### config.mk
export PLATFORM = sky130hd
export DESIGN_NAME = switch_debouncer
export DESIGN_NICKNAME = d
export VERILOG_FILES = /design/src/rtl/switch_debouncer.sv
export SDC_FILE = /design/constraint.sdc
export NUM_CORES = 1
export LEC_CHECK = 0
export BUFFER_PORTS_ARGS = -buffer_cell sky130_fd_sc_hd__buf_2
export CORE_MARGIN = 5
export CORE_UTILIZATION = 64
export CTS_CLUSTER_SIZE = 10
export DETAILED_ROUTE_END_ITERATION = 12
export PLACE_DENSITY_LB_ADDON = 0.12
export SYNTH_ARGS = -nofsm -noshare
export SYNTH_HDL_FRONTEND = slang
export SYNTH_SLANG_ARGS = --single-unit
### constraint.sdc
create_clock -name CLOCK_50_I -period 2.7 [get_ports CLOCK_50_I]
set_input_delay 0.135 -clock CLOCK_50_I [delete_from_list [all_inputs] [get_ports CLOCK_50_I]]
set_output_delay 0.135 -clock CLOCK_50_I [all_outputs]
set_load 0.02 [all_outputs]
### src/rtl/switch_debouncer.sv
// Slide-switch conditioner: 2-flop synchronizer, shared sample tick, per-bit
// stability counter, and registered rise/fall/change pulses.
module switch_debouncer #(
   parameter int NUM_SW       = 18,
   parameter int TICK_DIV     = 50000,
   parameter int STABLE_TICKS = 10
) (
   input  logic              CLOCK_50_I,
   input  logic              RESET_I,
   input  logic [NUM_SW-1:0] SWITCH_I,
   output logic [NUM_SW-1:0] SWITCH_DB_O,
   output logic [NUM_SW-1:0] SWITCH_RISE_O,
   output logic [NUM_SW-1:0] SWITCH_FALL_O,
   output logic              CHANGE_O,
   output logic              TICK_O
);

   localparam int TW = (TICK_DIV > 1) ? $clog2(TICK_DIV) : 1;
   localparam int CW = $clog2(STABLE_TICKS) + 1;

   logic [NUM_SW-1:0] sync_a;
   logic [NUM_SW-1:0] sync_b;
   logic [TW-1:0]     tick_cnt;
   logic              tick;
   logic [CW-1:0]     cnt [NUM_SW];
   logic [NUM_SW-1:0] accept;

   assign tick   = (tick_cnt == TW'(TICK_DIV - 1));
   assign TICK_O = tick;

   // A bit is accepted on the tick that would take its counter past STABLE_TICKS-1.
   always_comb begin
      accept = '0;
      for (int unsigned i = 0; i < NUM_SW; i++) begin
         accept[i] = tick && (sync_b[i] != SWITCH_DB_O[i]) &&
                     (cnt[i] == CW'(STABLE_TICKS - 1));
      end
   end

   always_ff @(posedge CLOCK_50_I) begin
      if (RESET_I) begin
         sync_a        <= '0;
         sync_b        <= '0;
         tick_cnt      <= '0;
         SWITCH_DB_O   <= '0;
         SWITCH_RISE_O <= '0;
         SWITCH_FALL_O <= '0;
         CHANGE_O      <= 1'b0;
         for (int unsigned i = 0; i < NUM_SW; i++) begin
            cnt[i] <= '0;
         end
      end else begin
         sync_a        <= SWITCH_I;
         sync_b        <= sync_a;
         tick_cnt      <= tick ? '0 : tick_cnt + TW'(1);
         SWITCH_DB_O   <= (SWITCH_DB_O & ~accept) | (sync_b & accept);
         SWITCH_RISE_O <= accept & sync_b;
         SWITCH_FALL_O <= accept & ~sync_b;
         CHANGE_O      <= |accept;
         for (int unsigned i = 0; i < NUM_SW; i++) begin
            if ((sync_b[i] == SWITCH_DB_O[i]) || accept[i]) begin
               cnt[i] <= '0;
            end else if (tick) begin
               cnt[i] <= cnt[i] + CW'(1);
            end
         end
      end
   end

endmodule

==> flow_summary.html, run 1 <==
<table>
<tr><th>Metric</th><th>Value</th></tr>
<tr><th colspan="2">Synthesis</th></tr>
<tr><td>Area share of the largest cell type after synthesis</td><td>32.5%</td></tr>
<tr><td>Share of synthesized flip-flops with an asynchronous set or reset</td><td>0%</td></tr>
<tr><td>Main combinational cell family by area after synthesis</td><td>simple AND/OR/NAND/NOR gates</td></tr>
<tr><td>Top_reg_cell synth</td><td>sky130_fd_sc_hd__dfxtp_1</td></tr>
<tr><td>Yosys warnings</td><td>0</td></tr>
<tr><td>Post-Syn Instances</td><td>751</td></tr>
<tr><td>Seq/Total Area, Yosys</td><td>58.3%</td></tr>
<tr><td>Compound-gate portion of the synthesized area</td><td>2.75%</td></tr>
<tr><td>Largest area contributor in the synthesized netlist</td><td>sky130_fd_sc_hd__edfxtp_1</td></tr>
<tr><td>Post-synthesis xor/xnor area fraction</td><td>8.64%</td></tr>
<tr><td>Post-synth top cells</td><td>sky130_fd_sc_hd__dfxtp_1, sky130_fd_sc_hd__nor2_1, sky130_fd_sc_hd__edfxtp_1</td></tr>
<tr><td>Cells taking the most area after synthesis</td><td>sky130_fd_sc_hd__edfxtp_1, sky130_fd_sc_hd__dfxtp_1, sky130_fd_sc_hd__xor2_1, sky130_fd_sc_hd__ha_1, sky130_fd_sc_hd__nor2_1</td></tr>
<tr><td>Synthesis-stage register bit count</td><td>197</td></tr>
<tr><td>Share of synthesized area spent on multiplexers</td><td>0%</td></tr>
<tr><td>Mapped Avg Cell Area</td><td>11.1 µm²</td></tr>
<tr><td>Post-synth EDFFs</td><td>90</td></tr>
<tr><td>Adder and majority gate portion of the synthesized area</td><td>5.57%</td></tr>
<tr><td>Net count after synthesis</td><td>808</td></tr>
<tr><td>Cell with the most instances after synthesis</td><td>sky130_fd_sc_hd__dfxtp_1</td></tr>
<tr><td>Library cells used by synthesis</td><td>36</td></tr>
<tr><td>Area share of and/or/nand/nor cells after synthesis</td><td>21.8%</td></tr>
<tr><td>Mapped cell area</td><td>8310 µm²</td></tr>
<tr><th colspan="2">Drt</th></tr>
<tr><td>Number of nets still failing antenna checks after routing</td><td>0</td></tr>
<tr><td>Via count</td><td>5692</td></tr>
<tr><td>Max Used Layer</td><td>met4</td></tr>
<tr><td>Metal1 wirelength</td><td>6960 µm</td></tr>
<tr><td>Routed wl met2</td><td>8490 µm</td></tr>
<tr><td>Total DRC errors in the routed layout</td><td>0</td></tr>
<tr><td>Total length of routed met3 wires</td><td>645 µm</td></tr>
<tr><td>Number of DRC markers after the initial detailed-route iteration</td><td>380</td></tr>
<tr><td>Routed WL per cell</td><td>15.9 µm</td></tr>
<tr><td>Pre-antenna DRT Iters</td><td>5</td></tr>
<tr><td>Detailed Route WL</td><td>16500 µm</td></tr>
<tr><td>Routed via count divided by cell count</td><td>5.49</td></tr>
<tr><th colspan="2">STA</th></tr>
<tr><td>Worst Hold Margin</td><td>0.108 ns</td></tr>
<tr><td>Worst slew margin</td><td>51.9%</td></tr>
<tr><td>Setup repair after global routing missed its margin</td><td>false</td></tr>
<tr><td>Final min period</td><td>2.24 ns</td></tr>
<tr><td>Setup ws final</td><td>0.459 ns</td></tr>
<tr><td>Max-slew violation count</td><td>0</td></tr>
<tr><td>Setup TNS Final</td><td>0 ns</td></tr>
<tr><td>Period utilisation layout</td><td>83.0%</td></tr>
<tr><td>Upper clock frequency limit</td><td>446 MHz</td></tr>
<tr><td>Final setup violating endpoints</td><td>0</td></tr>
<tr><td>Skew final</td><td>0.0123 ns</td></tr>
<tr><td>Final hold violations</td><td>0</td></tr>
<tr><td>Slew at the pin with the worst max-slew slack</td><td>0.721 ns</td></tr>
<tr><th colspan="2">Clock tree</th></tr>
<tr><td>Clock-pin slew on the worst setup and hold paths</td><td>0.07 ns</td></tr>
<tr><td>Source-to-sink clock delay at the later pin of the worst-skew pair</td><td>0.44 ns</td></tr>
<tr><td>Sink Count</td><td>197</td></tr>
<tr><td>Buffer levels on the longest clock path</td><td>2</td></tr>
<tr><td>Resized Gates After CTS</td><td>0</td></tr>
<tr><td>CTS root buffer</td><td>sky130_fd_sc_hd__clkbuf_16</td></tr>
<tr><td>Hold-fix buffers, CTS</td><td>18</td></tr>
<tr><td>Postcts setup bufs</td><td>0</td></tr>
<tr><td>Number of buffers created by CTS</td><td>17</td></tr>
<tr><td>TritonCTS clock tree</td><td>done</td></tr>
<tr><td>Number of H-tree branching levels</td><td>4</td></tr>
<tr><th colspan="2">Die</th></tr>
<tr><td>Placeable core region</td><td>12700 µm²</td></tr>
<tr><td>Initial core utilization</td><td>65.6%</td></tr>
<tr><td>IO Count</td><td>76</td></tr>
<tr><td>Die Y-Extent</td><td>124 µm</td></tr>
<tr><td>Die Outline Area</td><td>15400 µm²</td></tr>
<tr><td>Row cnt</td><td>41</td></tr>
<tr><td>Die W</td><td>124 µm</td></tr>
<tr><th colspan="2">Cells and area</th></tr>
<tr><td>Final core occ</td><td>75.9%</td></tr>
<tr><td>NumNets Final</td><td>909</td></tr>
<tr><td>Layout cells sized above 1</td><td>14.9%</td></tr>
<tr><td>Final antenna diode count</td><td>0</td></tr>
<tr><td>Area grow syn2layout</td><td>15.7%</td></tr>
<tr><th colspan="2">Global route</th></tr>
<tr><td>Global-route wire length before repair</td><td>26700 µm</td></tr>
<tr><td>Antenna violations before repair</td><td>0</td></tr>
<tr><td>Maximum number of pins on one net before global-route repair</td><td>42</td></tr>
<tr><td>Congestion Overflow GR</td><td>0</td></tr>
<tr><td>Via count of the first global-routing pass</td><td>5698</td></tr>
<tr><td>Total track usage</td><td>22.6%</td></tr>
<tr><th colspan="2">Placement</th></tr>
<tr><td>Setup Slack @ Placement</td><td>0.478 ns</td></tr>
<tr><td>Count of buffers inserted at the top-level ports</td><td>75</td></tr>
<tr><td>Weighted congestion at the end of routability-driven global placement</td><td>0.797</td></tr>
<tr><td>HPWL after detailed placement</td><td>11300 µm</td></tr>
<tr><th colspan="2">Worst setup path</th></tr>
<tr><td>Worst-path fanout max</td><td>26</td></tr>
<tr><td>Setup Crit Path Kind</td><td>reg -&gt; reg</td></tr>
<tr><td>Arrival time reported for the critical path endpoint</td><td>2.52 ns</td></tr>
<tr><td>CP Capture Type</td><td>flip-flop</td></tr>
<tr><td>Category of the worst setup path launch point</td><td>flip-flop</td></tr>
<tr><td>Data required, critical path</td><td>2.98 ns</td></tr>
<tr><th colspan="2">Power and ir drop</th></tr>
<tr><td>Pwr/cell area</td><td>605 nW/µm²</td></tr>
<tr><td>Static power due to leakage</td><td>3.83 nW</td></tr>
<tr><td>IR drop worst, VDD</td><td>0.496 mV</td></tr>
<tr><td>Post-layout power</td><td>5.82 mW</td></tr>
<tr><th colspan="2">Flow run</th></tr>
<tr><td>Reported max-cap violation count</td><td>0</td></tr>
<tr><th colspan="2">Min path</th></tr>
<tr><td>Min-delay worst type</td><td>in -&gt; reg</td></tr>
<tr><th colspan="2">Run status</th></tr>
<tr><td>Status</td><td>finished clean</td></tr>
</table>
## path summary, 6_finish.rpt
check | from | to | slack, ns | depth (start not counted)
worst max-delay path | tick_cnt[0]$_SDFF_PP0_ | cnt[0][4]$_SDFFCE_PN0P_ | 0.46 | 7
worst min-delay path | RESET_I | sync_b[9]$_SDFF_PP0_ | 0.11 | 2
worst max register to register | tick_cnt[0]$_SDFF_PP0_ | cnt[0][4]$_SDFFCE_PN0P_ | 0.46 | 7
worst min register to register | sync_a[2]$_SDFF_PP0_ | sync_b[2]$_SDFF_PP0_ | 0.43 | 1
## layout by cell type (no fill, tap or decap), drive strengths merged, types with 36 or more instances in the layout
cell / instances
nand3: 58
nor2b: 37
nand2: 38
nor3: 36
nor2: 105
inv: 42
ha: 37
edfxtp: 90
buf: 81
dfxtp: 107
xor2: 55
## flip-flops by register name (all words and copies together), names as in the netlist, named ones only
signal         flops
cnt               90
sync_b            18
sync_a            18
CHANGE_O           1
SWITCH_FALL_O     18
tick_cnt          16
SWITCH_RISE_O     18
## layout make-up
cell class | count | area, µm²
tap | 172 | 215
timing repair buffer | 99 | 601
clock inverter | 10 | 63.8
multi-input combinational | 498 | 3230
fill | 881 | 3060
sequential | 197 | 4840
inverter | 39 | 146
clock buffer | 22 | 518
## power breakdown
group | internal (mW) | switching (mW) | total, mW
Sequential | 3.16 | 0.0494 | 3.21
Clock | 1.37 | 1.08 | 2.45
Combinational | 0.0748 | 0.0820 | 0.157
## metal layers
| layer | GRT usage, % | up-vias |
|---|---|---|
| met5 | 0 | - |
| met4 | 9.58 | 0 |
| met3 | 4.45 | 31 |
| met2 | 40.2 | 122 |
| met1 | 26.8 | 2760 |
| li1 | - | 2779 |
## logic make-up (layout without fill, tap and decap cells)
kind of cell,after synthesis,count (layout)
buffers and inverters,56,170
AND/OR/NAND/NOR,334,334
flip-flops,197,197
adder cells (fa/ha/maj),37,37
AO/OA/AOI/OAI,45,45
XOR/XNOR,82,82
## worst max-delay path, cell delays in order (launching register included)
cell and delay, ns:
sky130_fd_sc_hd__dfxtp_1 0.35, sky130_fd_sc_hd__ha_1 0.21, sky130_fd_sc_hd__nand3_1 0.14, sky130_fd_sc_hd__nand4b_2 0.26, sky130_fd_sc_hd__buf_4 0.26, sky130_fd_sc_hd__nor2_8 0.40
sky130_fd_sc_hd__nand3_1 0.28, sky130_fd_sc_hd__nor2_1 0.18
## metrics by stage
| stage | cells | area [µm²] |
|---|---|---|
| finish | 1037 | 9610 |
| global route | 1037 | 9610 |
| CTS | 1037 | 9610 |
| detailed placement | 987 | 8850 |
| global placement | 987 | 8850 |
| floorplan | 751 | 8310 |
Note: power is estimated with default switching activity, not from simulation.
==> run 2: changes to the inputs <==
CORE_UTILIZATION = 59   (was 64)
clock period = 2.1 ns   (was 2.7 ns; I/O delays follow)
==> flow_summary.html, run 2 (synthesis gave the netlist of run 1 again) <==
<table>
<tr><th>Metric</th><th>Value</th></tr>
<tr><th colspan="2">Run status</th></tr>
<tr><td>Status</td><td>finished clean</td></tr>
<tr><th colspan="2">Worst setup path</th></tr>
<tr><td>Logic depth of the worst path, buffers included</td><td>8</td></tr>
<tr><td>CP max stage delay</td><td>0.35 ns</td></tr>
<tr><td>Cell count of the worst reg-to-reg path</td><td>8</td></tr>
<tr><td>Series of cell instances along the critical path</td><td>ha_1 &gt; nand3_1 &gt; nand4b_4 &gt; buf_6 &gt; nor2_8 &gt; buf_4 &gt; nand3_1 &gt; nor2_1</td></tr>
<tr><td>Startpoint of the worst register-to-register path</td><td>tick_cnt[0]$_SDFF_PP0_</td></tr>
<tr><td>Family with the most delay on the worst path</td><td>simple AND/OR/NAND/NOR gates</td></tr>
<tr><td>Category of the worst setup path launch point</td><td>flip-flop</td></tr>
<tr><td>Number of buffer and inverter instances along the worst setup path</td><td>2</td></tr>
<tr><td>Worst-path fanout max</td><td>18</td></tr>
<tr><td>Most used cell along the critical path</td><td>sky130_fd_sc_hd__nand3_1</td></tr>
<tr><td>Critical path startpoint</td><td>tick_cnt[0]$_SDFF_PP0_</td></tr>
<tr><td>Data required, critical path</td><td>2.39 ns</td></tr>
<tr><td>CP Capture Type</td><td>flip-flop</td></tr>
<tr><td>Setup Crit Path Kind</td><td>reg -&gt; reg</td></tr>
<tr><td>Max stage delay cell, worst path</td><td>sky130_fd_sc_hd__dfxtp_1</td></tr>
<tr><td>Arrival time reported for the critical path endpoint</td><td>2.20 ns</td></tr>
<tr><th colspan="2">Clock tree</th></tr>
<tr><td>Number of buffers created by CTS</td><td>17</td></tr>
<tr><td>CTS root buffer</td><td>sky130_fd_sc_hd__clkbuf_16</td></tr>
<tr><td>TritonCTS clock tree</td><td>done</td></tr>
<tr><td>Number of H-tree branching levels</td><td>4</td></tr>
<tr><td>Buffer levels on the longest clock path</td><td>2</td></tr>
<tr><td>Sink Count</td><td>197</td></tr>
<tr><td>Clock-pin slew on the worst setup and hold paths</td><td>0.07 ns</td></tr>
<tr><td>Postcts setup bufs</td><td>0</td></tr>
<tr><td>Source-to-sink clock delay at the later pin of the worst-skew pair</td><td>0.42 ns</td></tr>
<tr><th colspan="2">Cells and area</th></tr>
<tr><td>Final cell area excluding filler cells</td><td>9850 µm²</td></tr>
<tr><td>Register with the most flip-flops</td><td>cnt</td></tr>
<tr><td>Area grow syn2layout</td><td>18.5%</td></tr>
<tr><td>Non-filler cells in the finished layout</td><td>1069</td></tr>
<tr><td>Count of filler cells inserted in the layout</td><td>985</td></tr>
<tr><td>Most used cells in the layout excluding fill and tap cells</td><td>sky130_fd_sc_hd__dfxtp_1, sky130_fd_sc_hd__nor2_1, sky130_fd_sc_hd__edfxtp_1</td></tr>
<tr><td>Final antenna diode count</td><td>0</td></tr>
<tr><td>Max FFs per register</td><td>90</td></tr>
<tr><td>Final core occ</td><td>71.2%</td></tr>
<tr><td>NumNets Final</td><td>933</td></tr>
<tr><td>Most frequent standard cell in the layout excluding fill and tap cells</td><td>sky130_fd_sc_hd__dfxtp_1</td></tr>
<tr><td>Layout cells sized above 1</td><td>18.0%</td></tr>
<tr><th colspan="2">Drt</th></tr>
<tr><td>Via count</td><td>5645</td></tr>
<tr><td>Pre-antenna DRT Iters</td><td>5</td></tr>
<tr><td>Metal1 wirelength</td><td>7200 µm</td></tr>
<tr><td>Number of DRC markers after the initial detailed-route iteration</td><td>369</td></tr>
<tr><td>Routed WL per cell</td><td>15.0 µm</td></tr>
<tr><td>Total DRC errors in the routed layout</td><td>0</td></tr>
<tr><td>Total length of routed met3 wires</td><td>528 µm</td></tr>
<tr><td>Number of nets still failing antenna checks after routing</td><td>0</td></tr>
<tr><td>Routed via count divided by cell count</td><td>5.28</td></tr>
<tr><td>Routed wl met2</td><td>8200 µm</td></tr>
<tr><td>Max Used Layer</td><td>met4</td></tr>
<tr><td>Detailed Route WL</td><td>16100 µm</td></tr>
<tr><th colspan="2">STA</th></tr>
<tr><td>Worst Hold Margin</td><td>0.0374 ns</td></tr>
<tr><td>Skew final</td><td>0.00807 ns</td></tr>
<tr><td>Max-slew violation count</td><td>0</td></tr>
<tr><td>Final hold violations</td><td>0</td></tr>
<tr><td>Worst slew margin</td><td>71.0%</td></tr>
<tr><td>Final setup violating endpoints</td><td>0</td></tr>
<tr><td>Setup repair after global routing missed its margin</td><td>false</td></tr>
<tr><td>Setup ws final</td><td>0.189 ns</td></tr>
<tr><td>Period utilisation layout</td><td>91.0%</td></tr>
<tr><td>Slew at the pin with the worst max-slew slack</td><td>0.434 ns</td></tr>
<tr><td>Setup TNS Final</td><td>0 ns</td></tr>
<tr><td>Final min period</td><td>1.91 ns</td></tr>
<tr><td>Upper clock frequency limit</td><td>523 MHz</td></tr>
<tr><th colspan="2">Global route</th></tr>
<tr><td>Congestion Overflow GR</td><td>0</td></tr>
<tr><td>Global-route wire length before repair</td><td>27100 µm</td></tr>
<tr><td>Via count of the first global-routing pass</td><td>5731</td></tr>
<tr><td>Maximum number of pins on one net before global-route repair</td><td>37</td></tr>
<tr><td>Antenna violations before repair</td><td>0</td></tr>
<tr><td>Total track usage</td><td>20.4%</td></tr>
<tr><th colspan="2">Die</th></tr>
<tr><td>Die Outline Area</td><td>16600 µm²</td></tr>
<tr><td>IO Count</td><td>76</td></tr>
<tr><td>Placeable core region</td><td>13800 µm²</td></tr>
<tr><td>Die W</td><td>129 µm</td></tr>
<tr><td>Row cnt</td><td>43</td></tr>
<tr><td>Initial core utilization</td><td>60.1%</td></tr>
<tr><td>Die Y-Extent</td><td>129 µm</td></tr>
<tr><th colspan="2">Placement</th></tr>
<tr><td>HPWL after detailed placement</td><td>11500 µm</td></tr>
<tr><td>Placement-stage cell area</td><td>9040 µm²</td></tr>
<tr><td>Inst Count DP</td><td>1019</td></tr>
<tr><td>Setup Slack @ Placement</td><td>0.0586 ns</td></tr>
<tr><td>Count of buffers inserted at the top-level ports</td><td>75</td></tr>
<tr><td>Weighted congestion at the end of routability-driven global placement</td><td>0.789</td></tr>
<tr><th colspan="2">Power and ir drop</th></tr>
<tr><td>Post-layout power</td><td>7.52 mW</td></tr>
<tr><td>Pwr/cell area</td><td>764 nW/µm²</td></tr>
<tr><td>IR drop worst, VDD</td><td>0.620 mV</td></tr>
<tr><td>Static power due to leakage</td><td>3.94 nW</td></tr>
<tr><th colspan="2">Flow run</th></tr>
<tr><td>Reported max-cap violation count</td><td>0</td></tr>
<tr><th colspan="2">Min path</th></tr>
<tr><td>Min-delay worst type</td><td>in -&gt; reg</td></tr>
<tr><td>Startpoint of the lowest-slack hold path</td><td>RESET_I</td></tr>
<tr><td>Cell depth of the worst min-delay path</td><td>2</td></tr>
</table>
==> run 2: worst paths after layout <==
check             slack [ns]                       end
hold reg to reg         0.43      sync_b[2]$_SDFF_PP0_
setup / recovery        0.19  cnt[13][4]$_SDFFCE_PN0P_
hold / removal          0.04     sync_b[14]$_SDFF_PP0_
setup reg to reg        0.19  cnt[13][4]$_SDFFCE_PN0P_
==> run 2: repair_timing <==
action	4_1_cts	5_1_grt
resized for setup	0	9
endpoints found under the setup margin	0	72
hold endpoints to repair	18	0
hold buffers	18	0
==> run 2: where the power goes <==
| group | total, mW | internal (mW) | switching [mW] | leakage [nW] |
|---|---|---|---|---|
| logic | 0.220 | 0.110 | 0.110 | 1.71 |
| registers | 4.13 | 4.07 | 0.0629 | 1.95 |
| clock network | 3.17 | 1.76 | 1.41 | 0.280 |
| total | 7.52 | 5.94 | 1.58 | 3.94 |
==> run 2: worst reg2reg max path, cell delays in order, from the launching register on <==
cell                       delay, ns
sky130_fd_sc_hd__dfxtp_1        0.35
sky130_fd_sc_hd__ha_1           0.21
sky130_fd_sc_hd__nand3_1        0.15
sky130_fd_sc_hd__nand4b_4       0.23
sky130_fd_sc_hd__buf_6          0.20
sky130_fd_sc_hd__nor2_8         0.09
sky130_fd_sc_hd__buf_4          0.21
sky130_fd_sc_hd__nand3_1        0.20
sky130_fd_sc_hd__nor2_1         0.15
==> run 2: per-layer routing <==
layer | vias up | GRT usage, %
li1 | 2816 | -
met1 | 2724 | 26.0
met4 | 0 | 6.05
met5 | - | 0
met2 | 89 | 35.5
met3 | 16 | 3.78
==> run 2: final cells by class <==
cell class                 instances  area, µm²  share of cell area, %
timing repair buffer             123        788                   8.01
tap                              180        225                   2.29
inverter                          39        146                   1.49
sequential                       197       4840                   49.2
clock inverter                    15        151                   1.54
multi-input combinational        498       3270                   33.2
clock buffer                      17        425                   4.32
==> run 3: changes to the inputs <==
MAX_ROUTING_LAYER = met4   (was unset)
==> flow_summary.html, run 3 (synthesis gave the netlist of run 1 again) <==
<table>
<tr><th>Metric</th><th>Value</th></tr>
<tr><th colspan="2">Die</th></tr>
<tr><td>Die Y-Extent</td><td>129 µm</td></tr>
<tr><td>Placeable core region</td><td>13800 µm²</td></tr>
<tr><td>Initial core utilization</td><td>60.1%</td></tr>
<tr><td>Die W</td><td>129 µm</td></tr>
<tr><td>Row cnt</td><td>43</td></tr>
<tr><td>IO Count</td><td>76</td></tr>
<tr><td>Die Outline Area</td><td>16600 µm²</td></tr>
<tr><th colspan="2">Power and ir drop</th></tr>
<tr><td>IR drop worst, VDD</td><td>0.627 mV</td></tr>
<tr><td>Sequential group share of total power</td><td>54.9%</td></tr>
<tr><td>Net switching share of the total power</td><td>21.1%</td></tr>
<tr><td>Internal Dissipation</td><td>5.94 mW</td></tr>
<tr><td>Static power due to leakage</td><td>3.94 nW</td></tr>
<tr><td>Pwr/cell area</td><td>764 nW/µm²</td></tr>
<tr><td>Power spent charging and discharging nets</td><td>1.59 mW</td></tr>
<tr><td>Combinational share of power</td><td>2.9%</td></tr>
<tr><td>Fraction of power consumed by the clock network</td><td>42.2%</td></tr>
<tr><th colspan="2">Drt</th></tr>
<tr><td>Number of DRC markers after the initial detailed-route iteration</td><td>377</td></tr>
<tr><td>Routed WL per cell</td><td>15.0 µm</td></tr>
<tr><td>Total DRC errors in the routed layout</td><td>0</td></tr>
<tr><td>Pre-antenna DRT Iters</td><td>4</td></tr>
<tr><td>Number of nets still failing antenna checks after routing</td><td>0</td></tr>
<tr><td>Detailed Route WL</td><td>16000 µm</td></tr>
<tr><td>Via count</td><td>5619</td></tr>
<tr><td>Routed via count divided by cell count</td><td>5.26</td></tr>
<tr><th colspan="2">Global route</th></tr>
<tr><td>Global-route wire length before repair</td><td>27200 µm</td></tr>
<tr><td>Antenna violations before repair</td><td>0</td></tr>
<tr><td>Maximum number of pins on one net before global-route repair</td><td>37</td></tr>
<tr><td>Via count of the first global-routing pass</td><td>5725</td></tr>
<tr><td>Congestion Overflow GR</td><td>0</td></tr>
<tr><td>Total track usage</td><td>21.1%</td></tr>
<tr><th colspan="2">Min path</th></tr>
<tr><td>Hold endpoint</td><td>sync_b[14]$_SDFF_PP0_</td></tr>
<tr><td>Startpoint of the lowest-slack hold path</td><td>RESET_I</td></tr>
<tr><td>Cell depth of the worst min-delay path</td><td>2</td></tr>
<tr><td>Min-delay worst type</td><td>in -&gt; reg</td></tr>
<tr><th colspan="2">Worst setup path</th></tr>
<tr><td>Setup Crit Path Kind</td><td>reg -&gt; reg</td></tr>
<tr><td>Cell count of the worst reg-to-reg path</td><td>7</td></tr>
<tr><td>Data required, critical path</td><td>2.42 ns</td></tr>
<tr><td>Category of the worst setup path launch point</td><td>flip-flop</td></tr>
<tr><td>Startpoint of the worst register-to-register path</td><td>tick_cnt[0]$_SDFF_PP0_</td></tr>
<tr><td>Arrival time reported for the critical path endpoint</td><td>2.23 ns</td></tr>
<tr><td>Reg2reg end</td><td>SWITCH_RISE_O[6]$_SDFF_PP0_</td></tr>
<tr><td>CP Capture Type</td><td>flip-flop</td></tr>
<tr><td>Reg-to-reg slack, setup</td><td>0.20 ns</td></tr>
<tr><td>Worst-path fanout max</td><td>18</td></tr>
<tr><th colspan="2">Clock tree</th></tr>
<tr><td>Number of buffers created by CTS</td><td>17</td></tr>
<tr><td>Number of H-tree branching levels</td><td>4</td></tr>
<tr><td>Source-to-sink clock delay at the later pin of the worst-skew pair</td><td>0.43 ns</td></tr>
<tr><td>Buffer levels on the longest clock path</td><td>2</td></tr>
<tr><td>Sink Count</td><td>197</td></tr>
<tr><td>Clock-pin slew on the worst setup and hold paths</td><td>0.07 ns</td></tr>
<tr><td>CTS root buffer</td><td>sky130_fd_sc_hd__clkbuf_16</td></tr>
<tr><td>TritonCTS clock tree</td><td>done</td></tr>
<tr><th colspan="2">STA</th></tr>
<tr><td>Slew at the pin with the worst max-slew slack</td><td>0.417 ns</td></tr>
<tr><td>Setup repair after global routing missed its margin</td><td>false</td></tr>
<tr><td>Max-slew violation count</td><td>0</td></tr>
<tr><td>Final setup violating endpoints</td><td>0</td></tr>
<tr><td>Worst slew margin</td><td>72.2%</td></tr>
<tr><td>Period utilisation layout</td><td>90.6%</td></tr>
<tr><td>Skew final</td><td>0.00717 ns</td></tr>
<tr><td>Final min period</td><td>1.90 ns</td></tr>
<tr><td>Setup TNS Final</td><td>0 ns</td></tr>
<tr><td>Upper clock frequency limit</td><td>526 MHz</td></tr>
<tr><td>Final hold violations</td><td>0</td></tr>
<tr><th colspan="2">Cells and area</th></tr>
<tr><td>Most frequent standard cell in the layout excluding fill and tap cells</td><td>sky130_fd_sc_hd__dfxtp_1</td></tr>
<tr><td>Register with the most flip-flops</td><td>cnt</td></tr>
<tr><td>NumNets Final</td><td>933</td></tr>
<tr><td>Area grow syn2layout</td><td>18.6%</td></tr>
<tr><td>Layout cells sized above 1</td><td>18.2%</td></tr>
<tr><td>Final core occ</td><td>71.3%</td></tr>
<tr><td>Max FFs per register</td><td>90</td></tr>
<tr><td>Most used cells in the layout excluding fill and tap cells</td><td>sky130_fd_sc_hd__dfxtp_1, sky130_fd_sc_hd__nor2_1, sky130_fd_sc_hd__edfxtp_1</td></tr>
<tr><td>Final antenna diode count</td><td>0</td></tr>
<tr><th colspan="2">Placement</th></tr>
<tr><td>HPWL after detailed placement</td><td>11500 µm</td></tr>
<tr><td>Count of buffers inserted at the top-level ports</td><td>75</td></tr>
<tr><td>Weighted congestion at the end of routability-driven global placement</td><td>0.800</td></tr>
<tr><th colspan="2">Run status</th></tr>
<tr><td>Status</td><td>finished clean</td></tr>
<tr><th colspan="2">Flow run</th></tr>
<tr><td>Reported max-cap violation count</td><td>0</td></tr>
</table>
run 3: cell counts in the layout (fill, tap and decap cells not counted):
Identical to the previous run, type by type.
run 3: layer usage:
metal	wire length [µm]	track usage (%)
met5	0	-
met4	221	6.24
met2	8140	35.5
met3	550	3.53
met1	7110	26.2
run 3: worst max-delay path by stage:
stage	slack, ns	from	cells after the start	endpoint
after global placement	0.16	tick_cnt[0]$_SDFF_PP0_	8	cnt[17][3]$_SDFFCE_PN0P_
after global routing	0.06	tick_cnt[0]$_SDFF_PP0_	7	SWITCH_FALL_O[10]$_SDFF_PP0_
final	0.20	tick_cnt[0]$_SDFF_PP0_	7	SWITCH_RISE_O[6]$_SDFF_PP0_
after floorplan	0.12	tick_cnt[0]$_SDFF_PP0_	8	cnt[11][0]$_SDFFCE_PN0P_
after CTS	0.05	tick_cnt[0]$_SDFF_PP0_	8	cnt[2][4]$_SDFFCE_PN0P_
after detailed placement	0.06	tick_cnt[0]$_SDFF_PP0_	8	cnt[2][4]$_SDFFCE_PN0P_
run 3: area by class of cell:
| class | count | area [µm²] |
|---|---|---|
| Timing Repair Buffer | 123 | 788 |
| Inverter | 39 | 146 |
| Fill cell | 982 | 3970 |
| Tap cell | 180 | 225 |
| Sequential cell | 197 | 4840 |
| Clock inverter | 15 | 151 |
| Clock buffer | 17 | 425 |
| Multi-Input combinational cell | 498 | 3280 |
run 3: through the flow:
step                power, mW  std cells  setup WS, ns  area (µm²)  hold WS (ns)
floorplan                4.32        751         0.122        8310         0.233
global placement         4.40       1019         0.163        9040         0.314
detailed placement       4.41       1019        0.0586        9040         0.321
CTS                      7.58       1069        0.0453        9800        0.0299
global route             7.79       1069        0.0576        9860        0.0623
finish                   7.53       1069         0.198        9860        0.0335
run 3: power by group through the flow:
stage          Clock, mW  Combinational, mW  Sequential, mW
6_report            3.18              0.219            4.13
5_1_grt             3.41              0.247            4.14
4_1_cts             3.22              0.221            4.13
3_5_place_dp           0              0.193            4.22
3_3_place_gp           0              0.187            4.21
2_1_floorplan          0              0.123            4.20
run 3: critical path, stage by stage (launching register included):
cell and delay [ns]:
sky130_fd_sc_hd__dfxtp_1 0.35, sky130_fd_sc_hd__ha_1 0.21, sky130_fd_sc_hd__nand3_1 0.15, sky130_fd_sc_hd__nand4b_4 0.23, sky130_fd_sc_hd__buf_6 0.20, sky130_fd_sc_hd__or2_1 0.23
sky130_fd_sc_hd__buf_4 0.21, sky130_fd_sc_hd__nor3_1 0.22
run 3: repair_timing:
action                                 in CTS  in global routing
endpoints found under the hold margin      18                  0
setup endpoints to repair                   0                 78
hold buffers                               18                  0
setup buffers                               0                  0
gates resized for setup                     0                 11
